$ cat src/rtl/vc_port_requester_pkg.sv
// Shared NoC definitions: flit field offsets, output-port indices
// and the XY routing function used by every requester.
package noc_pkg;

  localparam int NUM_PORTS = 5;
  localparam int COORD_W   = 2;

  localparam int PORT_E  = 0;
  localparam int PORT_W  = 1;
  localparam int PORT_S  = 2;
  localparam int PORT_N  = 3;
  localparam int PORT_PE = 4;

  localparam int DST_X_LSB = 48;
  localparam int DST_Y_LSB = 50;

  typedef logic [COORD_W-1:0]   coord_t;
  typedef logic [NUM_PORTS-1:0] port_vec_t;

  // The VC id always sits in the flit MSB.
  function automatic int vc_bit(input int pkt_w);
    return pkt_w - 1;
  endfunction

  // X first, then Y; equal coordinates eject to the local PE.
  function automatic port_vec_t route_xy(
    input coord_t dx,
    input coord_t dy,
    input coord_t mx,
    input coord_t my
  );
    port_vec_t r;
    r = '0;
    unique case (1'b1)
      (dx > mx):
        r[PORT_E] = 1'b1;
      (dx < mx):
        r[PORT_W] = 1'b1;
      (dx == mx) && (dy > my):
        r[PORT_S] = 1'b1;
      (dx == mx) && (dy < my):
        r[PORT_N] = 1'b1;
      default:
        r[PORT_PE] = 1'b1;
    endcase
    return r;
  endfunction

endpackage

$ cat src/rtl/vc_port_requester_fifo.sv
// Per-VC flit FIFO with registered occupancy.
// Full/empty come from the count register only, never from this cycle's pop.
module vc_fifo
  import noc_pkg::*;
#(
  parameter int PKT_W = 64,
  parameter int DEPTH = 2
) (
  input  logic             clk,
  input  logic             rst_n,
  input  logic             push_i,
  input  logic             pop_i,
  input  logic [PKT_W-1:0] data_i,
  output logic [PKT_W-1:0] head_o,
  output logic             full_o,
  output logic             empty_o
);

  localparam int AW = (DEPTH > 1) ? $clog2(DEPTH) : 1;
  localparam int CW = $clog2(DEPTH) + 1;

  logic [PKT_W-1:0] mem_q [DEPTH];
  logic [AW-1:0]    wr_q, wr_d;
  logic [AW-1:0]    rd_q, rd_d;
  logic [CW-1:0]    cnt_q, cnt_d;
  logic             do_push;
  logic             do_pop;

  assign full_o  = (cnt_q == CW'(DEPTH));
  assign empty_o = (cnt_q == '0);
  assign head_o  = mem_q[rd_q];

  assign do_push = push_i & ~full_o;
  assign do_pop  = pop_i & ~empty_o;

  // Power-of-two depth: pointer wrap is plain overflow.
  always_comb begin
    wr_d  = wr_q;
    rd_d  = rd_q;
    cnt_d = cnt_q;
    if (do_push) begin
      wr_d = wr_q + AW'(1);
    end
    if (do_pop) begin
      rd_d = rd_q + AW'(1);
    end
    unique case ({do_push, do_pop})
      2'b10:   cnt_d = cnt_q + CW'(1);
      2'b01:   cnt_d = cnt_q - CW'(1);
      default: cnt_d = cnt_q;
    endcase
  end

  always_ff @(posedge clk or negedge rst_n) begin
    if (!rst_n) begin
      wr_q  <= '0;
      rd_q  <= '0;
      cnt_q <= '0;
    end else begin
      wr_q  <= wr_d;
      rd_q  <= rd_d;
      cnt_q <= cnt_d;
    end
  end

  always_ff @(posedge clk) begin
    if (do_push) begin
      mem_q[wr_q] <= data_i;
    end
  end

endmodule

$ cat src/rtl/vc_port_requester.sv
// Router input-port requester: two VC FIFOs, XY route, one-hot request.
// Define GNT_CHECK_EN to build the sticky grant-protocol error flag.
module vc_port_requester
  import noc_pkg::*;
#(
  parameter int PKT_W = 64,
  parameter int DEPTH = 2,
  parameter int MY_X  = 0,
  parameter int MY_Y  = 0
) (
  input  logic                 clk,
  input  logic                 reset,
  input  logic                 polarity,
  input  logic                 in_valid,
  input  logic [PKT_W-1:0]     in_data,
  output logic [1:0]           in_ready,
  output logic [NUM_PORTS-1:0] req,
  input  logic [NUM_PORTS-1:0] gnt,
  output logic [PKT_W-1:0]     out_data,
  output logic                 err
);

  localparam int VC_BIT = vc_bit(PKT_W);

  logic [1:0]       full;
  logic [1:0]       empty;
  logic [1:0]       push;
  logic [1:0]       pop;
  logic [PKT_W-1:0] head [2];
  logic             granted;
  port_vec_t        route;

  for (genvar v = 0; v < 2; v++) begin : g_vc
    assign push[v] = in_valid & (in_data[VC_BIT] == 1'(v));
    assign pop[v]  = granted & (polarity == 1'(v));

    vc_fifo #(
      .PKT_W (PKT_W),
      .DEPTH (DEPTH)
    ) u_fifo (
      .clk     (clk),
      .rst_n   (reset),
      .push_i  (push[v]),
      .pop_i   (pop[v]),
      .data_i  (in_data),
      .head_o  (head[v]),
      .full_o  (full[v]),
      .empty_o (empty[v])
    );
  end

  assign in_ready = ~full;
  assign out_data = head[polarity];

  assign route = route_xy(
    out_data[DST_X_LSB +: COORD_W],
    out_data[DST_Y_LSB +: COORD_W],
    coord_t'(MY_X),
    coord_t'(MY_Y)
  );

  // Empty count clears asynchronously, so req drops with reset.
  assign req     = empty[polarity] ? '0 : route;
  assign granted = |(gnt & req);

`ifdef GNT_CHECK_EN
  logic err_q;
  logic gnt_bad;

  assign gnt_bad = (|(gnt & ~req)) |
                   (|(gnt & (gnt - NUM_PORTS'(1))));

  always_ff @(posedge clk or negedge reset) begin
    if (!reset) begin
      err_q <= 1'b0;
    end else if (gnt_bad) begin
      err_q <= 1'b1;
    end
  end

  assign err = err_q;
`else
  assign err = 1'b0;
`endif

endmodule
$ cat config.mk
export PLATFORM = sky130hd
export DESIGN_NAME = vc_port_requester
export DESIGN_NICKNAME = d
export VERILOG_FILES = /design/src/rtl/vc_port_requester_pkg.sv /design/src/rtl/vc_port_requester_fifo.sv /design/src/rtl/vc_port_requester.sv
export SDC_FILE = /design/constraint.sdc
export NUM_CORES = 1
export LEC_CHECK = 0
export BUFFER_PORTS_ARGS = -buffer_cell sky130_fd_sc_hd__buf_4
export CAP_MARGIN = 20
export CORE_MARGIN = 2
export CORE_UTILIZATION = 50
export CTS_BUF_LIST = sky130_fd_sc_hd__clkbuf_2 sky130_fd_sc_hd__clkbuf_4 sky130_fd_sc_hd__clkbuf_8
export DETAILED_ROUTE_END_ITERATION = 8
export PLACE_DENSITY_LB_ADDON = 0.25
export SYNTH_ARGS = -nofsm -noshare
export SYNTH_HDL_FRONTEND = slang
export SYNTH_SLANG_ARGS = --single-unit
$ cat constraint.sdc
create_clock -name clk -period 4.05 [get_ports clk]
set_input_delay 0.2025 -clock clk [delete_from_list [all_inputs] [get_ports clk]]
set_output_delay 0.2025 -clock clk [all_outputs]
set_load 0.1 [all_outputs]
==> results.toml <==
[clocking]
cts_root_buffer = "clkbuf_8"
numCtsBuffers = 43
clkSinkCount = 264
cts_tree = "done"
ctsLongestPathBuffers = 3
clock_latency_ps = 540
ctsHtreeMaxLevel = 2
post_cts.repair.setup_buffers = 0
hold_buffers = 65
clk_pin_slew_ps = 60
cts_resized = 0

[timing]
period_share = 0.791
post-route-min-period_ps = 3200
holdWs_ps = 54.1
hold_violations = 0
setup_viol = 0
fin_skew_ps = 30.6
slew_headroom = 0.380
worst_pin_slew_ps = 930
rsz0062_at_grt = "no"
setup_slack_ps = 848
max_freq_mhz = 312
slew_violations = 0

[die]
pin_count = 145
die_area_sq_um = 22000
chipHeight_um = 148
fp.dieW_um = 148
num_rows = 52
start_util = 0.512
core_area_sq_um = 20300

[logic_synthesis]
syn_area_sq_um = 10400
ys_ff_latch = 264
synth.distinct_cells = 42
synth_top_area_frac = 0.739
synth_warnings = 0
synthTopCellsByArea = "edfxtp_1 74%, mux2i_1 6.1%, a211oi_1 4.8%"
ys_seq_area_frac = 0.759
avgSynthCellArea_sq_um = 16.5
yosysTopAreaCell = "edfxtp_1"
syn_inst = 631

[placed_design]
place_ws_ps = 1230
dp.cells = 1011
place_hpwl_mm = 12.0
portBuffers = 139
gp_congestion = 0.706

[power_and_ir_drop]
p_per_area_nw_per_um2 = 721
power_w = 0.00953
vdd_drop_max_v = 0.000515
pwr-share-seq = 0.387
switching_share = 0.422
p_leak_nw = 4.77
intPower_w = 0.00551
combPwrFrac = 0.387
p_sw_w = 0.00402
clockPowerShare = 0.226

[route]
firstDrtPassIters = 5
drt-initial-drc-count = 293
route.detailed.drc = 0
vias_per_cell = 5.32
routed_wirelength_mm = 21.0
postRouteAntennaNets = 0
wl_per_cell_um = 18.2
vias = 6143

[final_layout]
fillerInstances = 1456
drive_gt1_frac = 0.260
fin_cells = 1154
layout_commonest_cell = "edfxtp_1"
final_cell_mix = "256 x edfxtp_1, 146 x buf_4, 66 x a211oi_1, 65 x dlygate4sd3_1"
diodes = 0
fin_nets = 926
area_growth_pct = 27.2

[grt]
grt_usage = 0.194
grt_pass1_wl_mm = 33.3
grt_max_degree = 86
overflow = 0
antenna_found_initial = 0
grt_pass1_vias = 6657

[worst_setup_path]
r2r_cells = 8
start_kind = "flip-flop"
critPathArrivalTime_ps = 3000
r2r-end = "g_vc[0].u_fifo.cnt_q[1]"
path_class = "reg -> out"
r2r_slack_ps = 1210
startpoint = "g_vc[0].u_fifo.rd_q"
required_ps = 3850
critPathMaxFanout = 85
r2r_start = "g_vc[0].u_fifo.rd_q"
end_kind = "primary output"

[flow_run]
cap_violations = 0

[worst_hold_path]
worstHoldPathType = "in -> async"

[status]
outcome = "complete, no violations"
## logic make-up (layout without fill, tap and decap cells)
kind of cell,count (synthesis),count (layout),share of synthesized area
other,1,3,0.000361
buffers and inverters,44,295,0.0202
DFF,264,264,0.759
AOI/OAI and AO/OA,145,145,0.0905
muxes,64,64,0.0617
xor gates and xnor gates,8,8,0.00674
and+or+nand+nor,103,103,0.0593
adders and majority gates,2,2,0.00241
## power groups by stage
stage / combinational (W) / sequential, W / clock (W)
after global routing: 0.00387 / 0.00373 / 0.00233
after floorplan: 0.00301 / 0.00357 / 0
final: 0.00369 / 0.00369 / 0.00216
after detailed placement: 0.00366 / 0.00375 / 0
after global placement: 0.00362 / 0.00373 / 0
after CTS: 0.00373 / 0.00370 / 0.00221
## worst max-delay path: stages, from the launching register on
cell and delay, ps:
dfrtp_4 790, buf_4 810, nor2b_1 120, a211oi_1 270, a21oi_1 110, buf_4 300
## layout make-up
cell class | instances | area, sq um | share of cell area
sequential | 264 | 7900 | 0.597
multi-input combinational | 325 | 2340 | 0.177
timing repair buffer | 215 | 1830 | 0.138
tap | 270 | 338 | 0.0255
inverter | 2 | 7.51 | 0.000568
clock buffer | 61 | 739 | 0.0559
clock inverter | 17 | 78.8 | 0.00596
## layer usage
layer | routed length, um | track usage
met1 | 8320 | 0.222
met2 | 11100 | 0.358
met3 | 1230 | 0.0472
met4 | 350 | 0.0605
met5 | 0 | 0
## per-stage QoR
stage	area, sq um	setup TNS [ps]	utilization
final	13200	0	0.652
after floorplan	10400	-89410	-
after global placement	11800	0	0.579
after global routing	13200	0	0.652
after detailed placement	11800	0	0.579
after CTS	13200	0	0.652
## how the worst max path moves through the flow
| stage | slack, ps | end | cells past startpoint |
|---|---|---|---|
| 2_1_floorplan | -700 | g_vc[1].u_fifo.mem_q[0][0] | 3 |
| 6_report | 850 | out_data[31] | 5 |
| 3_3_place_gp | 1280 | g_vc[0].u_fifo.cnt_q[1] | 8 |
| 3_5_place_dp | 1230 | g_vc[0].u_fifo.cnt_q[1] | 8 |
| 4_1_cts | 810 | out_data[31] | 5 |
| 5_1_grt | 620 | out_data[31] | 5 |
## synth_stat cells, drive strengths merged
| cell type | instances |
|---|---|
| or3 | 2 |
| dfrtp | 8 |
| nand2 | 2 |
| nor3 | 3 |
| a2111oi | 1 |
| o21ai | 4 |
| mux2i | 63 |
| nand4 | 2 |
| a211oi | 66 |
| nor3b | 1 |
| buf | 27 |
| nand3b | 1 |
| nand2b | 5 |
| o311a | 1 |
| a211o | 2 |
| a22oi | 2 |
| o311ai | 1 |
| xor2 | 2 |
| or3b | 2 |
| clkbuf | 15 |
| nor2b | 64 |
| a41oi | 2 |
| conb | 1 |
| a21oi | 64 |
| ha | 2 |
| and2 | 1 |
| xnor2 | 6 |
| nor4b | 1 |
| a21o | 1 |
| mux2 | 1 |
| or4b | 1 |
| inv | 2 |
| nand3 | 4 |
| edfxtp | 256 |
| o211ai | 1 |
| nor2 | 14 |
## sequential cells by signal, summed over array words and instances (netlist names)
register and cells:
g_vc.u_fifo.mem_q 256, g_vc.u_fifo.cnt_q 4, g_vc.u_fifo.rd_q 2, g_vc.u_fifo.wr_q 2
(Power assumes the default switching activity.)
